[config.mk]
export PLATFORM = sky130hd
export DESIGN_NAME = led_shift_ctrl
export DESIGN_NICKNAME = d
export VERILOG_FILES = /design/src/rtl/led_shift_ctrl_pkg.sv /design/src/rtl/led_shift_ctrl.sv
export SDC_FILE = /design/constraint.sdc
export NUM_CORES = 1
export LEC_CHECK = 0
export BUFFER_PORTS_ARGS = -buffer_cell sky130_fd_sc_hd__buf_2
export CAP_MARGIN = 20
export CORE_MARGIN = 10
export CORE_UTILIZATION = 25
export CTS_CLUSTER_SIZE = 28
export DETAILED_ROUTE_END_ITERATION = 7
export GPL_ROUTABILITY_DRIVEN = 0
export PLACE_DENSITY = 0.45
export SETUP_SLACK_MARGIN = 0.5
export SYNTH_ARGS = -nofsm -noshare
export SYNTH_HDL_FRONTEND = slang
export SYNTH_SLANG_ARGS = --single-unit
[constraint.sdc]
create_clock -name clk -period 3.2 [get_ports clk]
set_input_delay 0.64 -clock clk [delete_from_list [all_inputs] [get_ports clk]]
set_output_delay 0.64 -clock clk [all_outputs]
set_load 0.005 [all_outputs]
[src/rtl/led_shift_ctrl_pkg.sv]
// Shared constants and helpers for the LED pattern controller.
// Pattern modes, the ping-pong direction type and the per-mode seed pattern.
package led_shift_ctrl_pkg;

  localparam logic [1:0] MODE_ROTL  = 2'b00;
  localparam logic [1:0] MODE_ROTR  = 2'b01;
  localparam logic [1:0] MODE_PING  = 2'b10;
  localparam logic [1:0] MODE_FLASH = 2'b11;

  // The seed helper returns a fixed-width word; callers cast it down to N_LEDS.
  localparam int unsigned SEED_W = 32;

  typedef enum logic {
    DIR_LEFT  = 1'b0,
    DIR_RIGHT = 1'b1
  } dir_t;

  function automatic logic [SEED_W-1:0] seed(input logic [1:0] mode,
                                             input int unsigned n);
    logic [SEED_W-1:0] one;
    one  = {{(SEED_W-1){1'b0}}, 1'b1};
    seed = '0;
    case (mode)
      MODE_ROTL, MODE_PING: seed = one;
      MODE_ROTR:            seed = one << (n - 1);
      default:              seed = '0;
    endcase
  endfunction

endpackage

[src/rtl/led_shift_ctrl.sv]
// LED pattern register advanced by a one-cycle strobe: rotate left/right,
// ping-pong and flash, with a registered one-cycle period-complete pulse.
//
//   state     | meaning
//   DIR_LEFT  | ping-pong travelling towards the MSB (also the idle/reset state)
//   DIR_RIGHT | ping-pong travelling back towards the LSB
module led_shift_ctrl
  import led_shift_ctrl_pkg::*;
#(
  parameter int unsigned N_LEDS = 4
) (
  input  logic              clk,
  input  logic              i_reset,
  input  logic              i_shift_enable,
  input  logic [1:0]        i_mode,
  input  logic              i_hold,
  output logic [N_LEDS-1:0] o_leds,
  output logic              o_wrap
);

  logic [N_LEDS-1:0] r_leds;
  logic              r_wrap;
  logic [1:0]        r_mode;
  dir_t              r_dir;

  logic [N_LEDS-1:0] w_leds_nxt;
  logic              w_wrap_nxt;
  logic [1:0]        w_mode_nxt;
  dir_t              w_dir_nxt;

  logic [N_LEDS-1:0] w_seed_new;
  logic [N_LEDS-1:0] w_seed_cur;
  logic              w_mode_chg;
  logic              w_advance;
  logic              w_legal;

  assign w_seed_new = N_LEDS'(seed(i_mode, N_LEDS));
  assign w_seed_cur = N_LEDS'(seed(r_mode, N_LEDS));
  assign w_mode_chg = (i_mode != r_mode);
  assign w_advance  = i_shift_enable && !i_hold;

  always_comb begin
    w_legal = $onehot(r_leds);
    if (r_mode == MODE_FLASH) begin
      w_legal = (r_leds == '0) || (&r_leds);
    end
  end

  always_comb begin
    w_leds_nxt = r_leds;
    w_wrap_nxt = 1'b0;
    w_mode_nxt = r_mode;
    w_dir_nxt  = r_dir;

    if (w_mode_chg) begin
      w_mode_nxt = i_mode;
      w_leds_nxt = w_seed_new;
      w_dir_nxt  = DIR_LEFT;
    end else if (w_advance) begin
      if (!w_legal) begin
        // Corrupted pattern: restart the current mode cleanly.
        w_leds_nxt = w_seed_cur;
        w_dir_nxt  = DIR_LEFT;
      end else begin
        case (r_mode)
          MODE_ROTL: begin
            w_leds_nxt = {r_leds[N_LEDS-2:0], r_leds[N_LEDS-1]};
            w_wrap_nxt = r_leds[N_LEDS-1];
          end
          MODE_ROTR: begin
            w_leds_nxt = {r_leds[0], r_leds[N_LEDS-1:1]};
            w_wrap_nxt = r_leds[0];
          end
          MODE_PING: begin
            // Turn around on the advance that lands on an end, so ends are not repeated.
            if (r_dir == DIR_LEFT) begin
              if (r_leds[N_LEDS-1]) begin
                w_leds_nxt = r_leds >> 1;
                w_dir_nxt  = DIR_RIGHT;
              end else begin
                w_leds_nxt = r_leds << 1;
                if (r_leds[N_LEDS-2]) w_dir_nxt = DIR_RIGHT;
              end
            end else begin
              if (r_leds[0]) begin
                w_leds_nxt = r_leds << 1;
                w_dir_nxt  = DIR_LEFT;
              end else begin
                w_leds_nxt = r_leds >> 1;
                if (r_leds[1]) begin
                  w_dir_nxt  = DIR_LEFT;
                  w_wrap_nxt = 1'b1;
                end
              end
            end
          end
          default: begin
            w_leds_nxt = ~r_leds;
            w_wrap_nxt = &r_leds;
          end
        endcase
      end
    end
  end

  always_ff @(posedge clk) begin
    if (i_reset) begin
      r_leds <= N_LEDS'(1);
      r_wrap <= 1'b0;
      r_mode <= MODE_ROTL;
      r_dir  <= DIR_LEFT;
    end else begin
      r_leds <= w_leds_nxt;
      r_wrap <= w_wrap_nxt;
      r_mode <= w_mode_nxt;
      r_dir  <= w_dir_nxt;
    end
  end

  assign o_leds = r_leds;
  assign o_wrap = r_wrap;

endmodule
==> Yosys cells after proc, flatten, opt, wreduce, memory -nomap -nowiden <==
Cells that the tools add are included.
{ "op_classes": {"bitwise_logic": 3, "reduce_logical": 13, "addsub": 3, "n_eq_ne": 8, "mux": 21} }
{ "op_table": {"columns": ["cell", "count"], "rows": [
  ["4-bit two-way mux", 6],
  ["4-bit case mux with 2 select lines", 2],
  ["4-bit case mux with 3 select lines", 1],
  ["1-bit two-way mux", 11],
  ["2-bit equality test (second input constant)", 3],
  ["2-bit OR reduction", 3],
  ["1-bit by 1-bit adder with 2-bit output", 2],
  ["2-bit by 1-bit equality test with 1-bit output (second input constant)", 2],
  ["2-bit zero test", 2],
  ["4-bit zero test", 1],
  ["4-bit NOT", 1],
  ["4-bit AND reduction", 1],
  ["4-bit OR reduction", 1],
  ["2-bit by 2-bit adder with 3-bit output", 1],
  ["3-bit by 1-bit equality test with 1-bit output (second input constant)", 1],
  ["1-bit case mux with 3 select lines", 1],
  ["2-bit by 1-bit inequality test with 1-bit output (second input constant)", 1],
  ["2-bit inequality test", 1],
  ["1-bit NOT", 2],
  ["2-bit AND reduction", 1],
  ["2-bit nonzero test", 1],
  ["1-bit logical AND", 1],
  ["1-bit zero test", 1],
  ["1-bit logical OR", 1]
]} }
{ "totals": {"output_inout_bits": 5, "reg_bits": 8, "inputBits": 6, "wordCells": 52} }

==> Depth between registers and ports, before layout <==
{ "logic_depth": {"depth_word": 7, "ltp_mapped": 10, "mapped_depth_nobuf": 9} }

==> Least setup slack after synthesis <==
OpenSTA, ideal clock, no wires.
{ "synth_path": {"path_kind": "register to register", "startpoint": "register r_leds[3] (netlist: o_leds[3])", "endpoint": "register r_leds[3] (netlist: o_leds[3])", "n_path_buf": 1, "required_time_ns": 3.140, "setup_time_ns": 0.060, "stages_incl_launch_ff": 11, "path_slack_ns": 0.522, "arrival_time_ns": 2.618, "synth_period_minus_slack_ns": 2.678, "cell_sequence": "dfxtp_1 clkbuf_1 inv_1 fa_1 inv_1 ha_1 ha_1 or3b_1 mux2_2 a211oi_2 o221a_1"} }
{ "synth_via": {"elab_chain_cells": 7, "word_cells_on_any_way": 14, "cone_classes": "add/sub (2); eq/ne (1); mux (7); bitwise (1); reduce/logical (3)"} }
{ "synth_rtl": {"columns": ["element", "line", "rtl"], "rows": [
  ["from (decl)", "led_shift_ctrl.sv:21", "logic [N_LEDS-1:0] r_leds;"],
  ["from (signal assigned)", "led_shift_ctrl.sv:113", "r_leds <= w_leds_nxt;"],
  ["1-bit by 1-bit adder with 2-bit output (implied by the code)", "led_shift_ctrl.sv:43", "w_legal = $onehot(r_leds);"],
  ["2-bit by 2-bit adder with 3-bit output (implied by the code)", "led_shift_ctrl.sv:43", null],
  ["3-bit by 1-bit equality test with 1-bit output", "led_shift_ctrl.sv:43", null],
  ["1-bit two-way mux", "led_shift_ctrl.sv:44", "if (r_mode == MODE_FLASH) begin"],
  ["4-bit two-way mux *", "led_shift_ctrl.sv:60", "if (!w_legal) begin"],
  ["4-bit two-way mux *", "led_shift_ctrl.sv:59", "end else if (w_advance) begin"],
  ["4-bit two-way mux *", "led_shift_ctrl.sv:55", "if (w_mode_chg) begin"]
]} }
Every way passes the cells marked *; elsewhere a longest branch is shown, timed or not. The select of a mux whose other input is x is not followed.
A chain may end at the register's enable or synchronous reset.

==> Final worst setup path <==
{ "layout_path": {"startpoint": "register r_leds[0] (netlist: o_leds[0])", "endpoint": "register r_leds[3] (netlist: o_leds[3])"} }
Same word-level chain as after synthesis.

==> results.txt <==
The share of total power dissipated in sequential elements is 40.1%. The total congestion overflow after global routing is 0. The number of violations reported at the end of detailed-routing iteration 0 is 68. The max-slew violation count is 0. Input and output buffers added on the ports amount to 10. The pre-antenna-repair detailed-routing pass consisted of 4 iterations.

Across the run, the number of max-cap violations was 0. After detailed routing, the average wire length per cell comes to 14.0 um. For this run, the post-layout net count is 129. The mapped cell area came out at 812 um2. The placement-stage worst setup slack came out at 0.367 ns. The die covers 5930 um2. The total number of placement rows is 20. The leakage power total is 0.358 nW. The remaining number of nets flagged by the antenna check after routing is 0. The total of hold buffers inserted after clock tree synthesis came out at 0. The initial antenna violation count came out at 0.

The HPWL after detailed placement is 1.62 mm. The post-route DRC violation count came out at 0. The worst-case IR drop observed on VDD is 0.131 mV. The maximum number of pins on one net before global-route repair is 25. The routed design has 2.22 mm of wire.

The mean cell area of the mapped netlist came out at 7.66 um2. STA classifies the critical path endpoint as a flop. Counting every net in the synthesized netlist gives 118.

The register bit total from synthesis is 8. The routed layout has 826 vias. The type of origin of the critical path is a flop. The clock sink total came out at 8. Counting the fill cells in the layout gives 345. The final worst-path cycle share came out at 81.4%. TritonCTS built the clock tree. The final critical-path setup slack is 0.596 ns. Counting cells, the worst reg-to-reg path comes to 9. Measured against its own limit, the worst slew margin works out to 56.5%. The global-route wire length before repair is 3.63 mm. The clock reaches the later pin of the worst-skew pair after 0.26 ns.

Combinational logic burns 30.8% of the power. The number of distinct library cells after synthesis is 39. The horizontal die dimension is 77.0 um. The Yosys step of the flow raised 0 warnings.

The routed design could run at a clock period as short as 2.60 ns. For the worst setup path, the data required time is 3.40 ns. The number of instances on the worst hold path is 2. The post-cts gate resize count is 2. In the synthesized netlist the async set-or-reset flop fraction comes to 0%.

The power spent charging and discharging nets is 0.0933 mW. The internal power came out at 0.183 mW. The critical path in this run is classified as reg -> reg. The clock share of power came out at 29.1%.

The flow ran to the end, and the final reports show no timing, DRC or antenna violations. Timing would allow up to 384 MHz. The overall power after layout came out at 0.276 mW. The final setup TNS came out at 0 ns. The clock-pin slew on the worst setup and hold paths came out at 0.06 ns.

The share of the Yosys chip area taken by registers is 19.7%. The number of synthesized flops with an enable pin is 0. The area growth from synthesis to layout is 12.3%. Using the TritonRoute via totals, the vias-per-cell ratio works out to 5.19. The number of clock buffers added by TritonCTS is 3. The buffer count from post-CTS setup fixing is 0. The via count of the first global-routing pass came out at 744. In this run the power density over the cells is 303 nW/um2. The H-tree depth reported by CTS came out at 1.

The number of endpoints with negative hold slack in the final report came out at 0. For this run, the leading register cell type out of synthesis is sky130_fd_sc_hd__dfxtp_1. The tightest min-delay check is of the in -> reg type. The post-route worst hold slack is 0.582 ns. The slew at the pin closest to its max-slew limit is 0.651 ns. Synthesis handed over a netlist of 106 instances. The number of primary I/O pins is 11. The floorplan step defined a core boundary enclosing 3080 um2.

Global routing consumed, over all layers together, 7.36% of the routing resources. The biggest fanout along the worst timing path is 9. The diode insertion count for antenna repair is 0. CTS placed an instance of sky130_fd_sc_hd__clkbuf_4 at the clock tree root. Setup repair after global routing left no endpoint under its margin. The switching part of the total power is 33.8%. The setup-violating endpoint count in the final report came out at 0. Across the routed clock network, the largest skew measured is 0.00329 ns. The arrival time of data at the critical path endpoint came out at 2.80 ns. The number of buffers on the longest clock path came out at 2. The initial core utilization came out at 26.4%. Of the cells placed in the final design, the portion with a size suffix greater than 1 is 20.0%.

From bottom edge to top edge, the die measures 77.0 um.
## registers in the layout (all words and copies together), names as in the netlist
name	flops
o_wrap	1
r_dir	1
r_mode	2
o_leds	4
## cells in the final DEF (no fill, tap or decap), types with 4 or more instances in the layout
cell / n
sky130_fd_sc_hd__dfxtp_1: 7
sky130_fd_sc_hd__a21oi_1: 8
sky130_fd_sc_hd__buf_2: 10
sky130_fd_sc_hd__o21ai_0: 7
sky130_fd_sc_hd__nand3_1: 6
sky130_fd_sc_hd__nand2b_1: 5
sky130_fd_sc_hd__nor2_1: 4
sky130_fd_sc_hd__ha_1: 5
sky130_fd_sc_hd__nand2_1: 9
sky130_fd_sc_hd__nor2b_1: 4
sky130_fd_sc_hd__inv_1: 5
## kinds of logic (layout without fill, tap and decap cells)
logic type,after synthesis,in the layout,synth area share (%)
AOI/OAI and AO/OA,34,34,28.7
adders and majority gates,6,6,10.2
DFF,8,8,19.7
muxes,2,2,2.62
xor gates and xnor gates,2,2,2.16
and+or+nand+nor,40,40,26.3
buffers and inverters,14,23,10.3
## layer usage
layer,GRT usage (%),wire (um)
met2,10.5,960
met3,3.50,149
met5,0,0
met1,9.92,1110
met4,1.09,0
## area by class of cell
| type | count | area (um2) | area share, % |
|---|---|---|---|
| well taps | 44 | 55.1 | 6.04 |
| repair buffers | 13 | 72.6 | 7.96 |
| multi-input cells | 84 | 571 | 62.6 |
| inverters | 7 | 27.5 | 3.02 |
| clock buffers | 3 | 22.5 | 2.47 |
| flip-flops and latches | 8 | 164 | 18.0 |
## synthesized netlist by cell type (all sizes together) (4+ instances only)
library cell  count  share of area (%)
nor2b             4                3.1
nand3             6                3.7
ha                5                7.7
inv               6                2.8
buf               5                6.0
a21oi             8                4.9
nand2             9                4.2
o21ai            10                6.2
nand2b            5                3.9
dfxtp             8                 20
nor2              4                1.8
## power groups by stage
stage | sequential [mW] | clock [mW] | combinational, mW
global placement | 0.112 | 0 | 0.0829
global route | 0.112 | 0.0886 | 0.0961
finish | 0.111 | 0.0802 | 0.0851
CTS | 0.111 | 0.0812 | 0.0825
floorplan | 0.110 | 0 | 0.0659
detailed placement | 0.113 | 0 | 0.0819
## through the flow
stage / utilization (%) / instance area, um2 / instances
4_1_cts: 29.5 / 907 / 159
3_3_place_gp: 28.7 / 883 / 156
6_report: 29.6 / 912 / 159
5_1_grt: 29.6 / 912 / 159
2_1_floorplan: - / 812 / 106
3_5_place_dp: 28.7 / 883 / 156
## critical path, cell delays in order (launching register included)
cell                       delay [ns]
sky130_fd_sc_hd__dfxtp_4         0.39
sky130_fd_sc_hd__inv_2           0.08
sky130_fd_sc_hd__fa_1            0.53
sky130_fd_sc_hd__inv_1           0.04
sky130_fd_sc_hd__ha_1            0.17
sky130_fd_sc_hd__ha_1            0.26
sky130_fd_sc_hd__or3b_4          0.41
sky130_fd_sc_hd__mux2_2          0.28
sky130_fd_sc_hd__a211oi_2        0.17
sky130_fd_sc_hd__o221a_1         0.20
## final timing paths
kind	startpoint	endpoint	slack [ns]
max	o_leds[0]$_SDFFE_PP1P_	o_leds[3]$_SDFFE_PP0P_	0.60
min reg2reg	o_leds[1]$_SDFFE_PP0P_	o_leds[1]$_SDFFE_PP0P_	0.63
max reg2reg	o_leds[0]$_SDFFE_PP1P_	o_leds[3]$_SDFFE_PP0P_	0.60
min	i_reset	r_mode[0]$_SDFFE_PP0N_	0.58
Power figures use the tool's default switching activity.
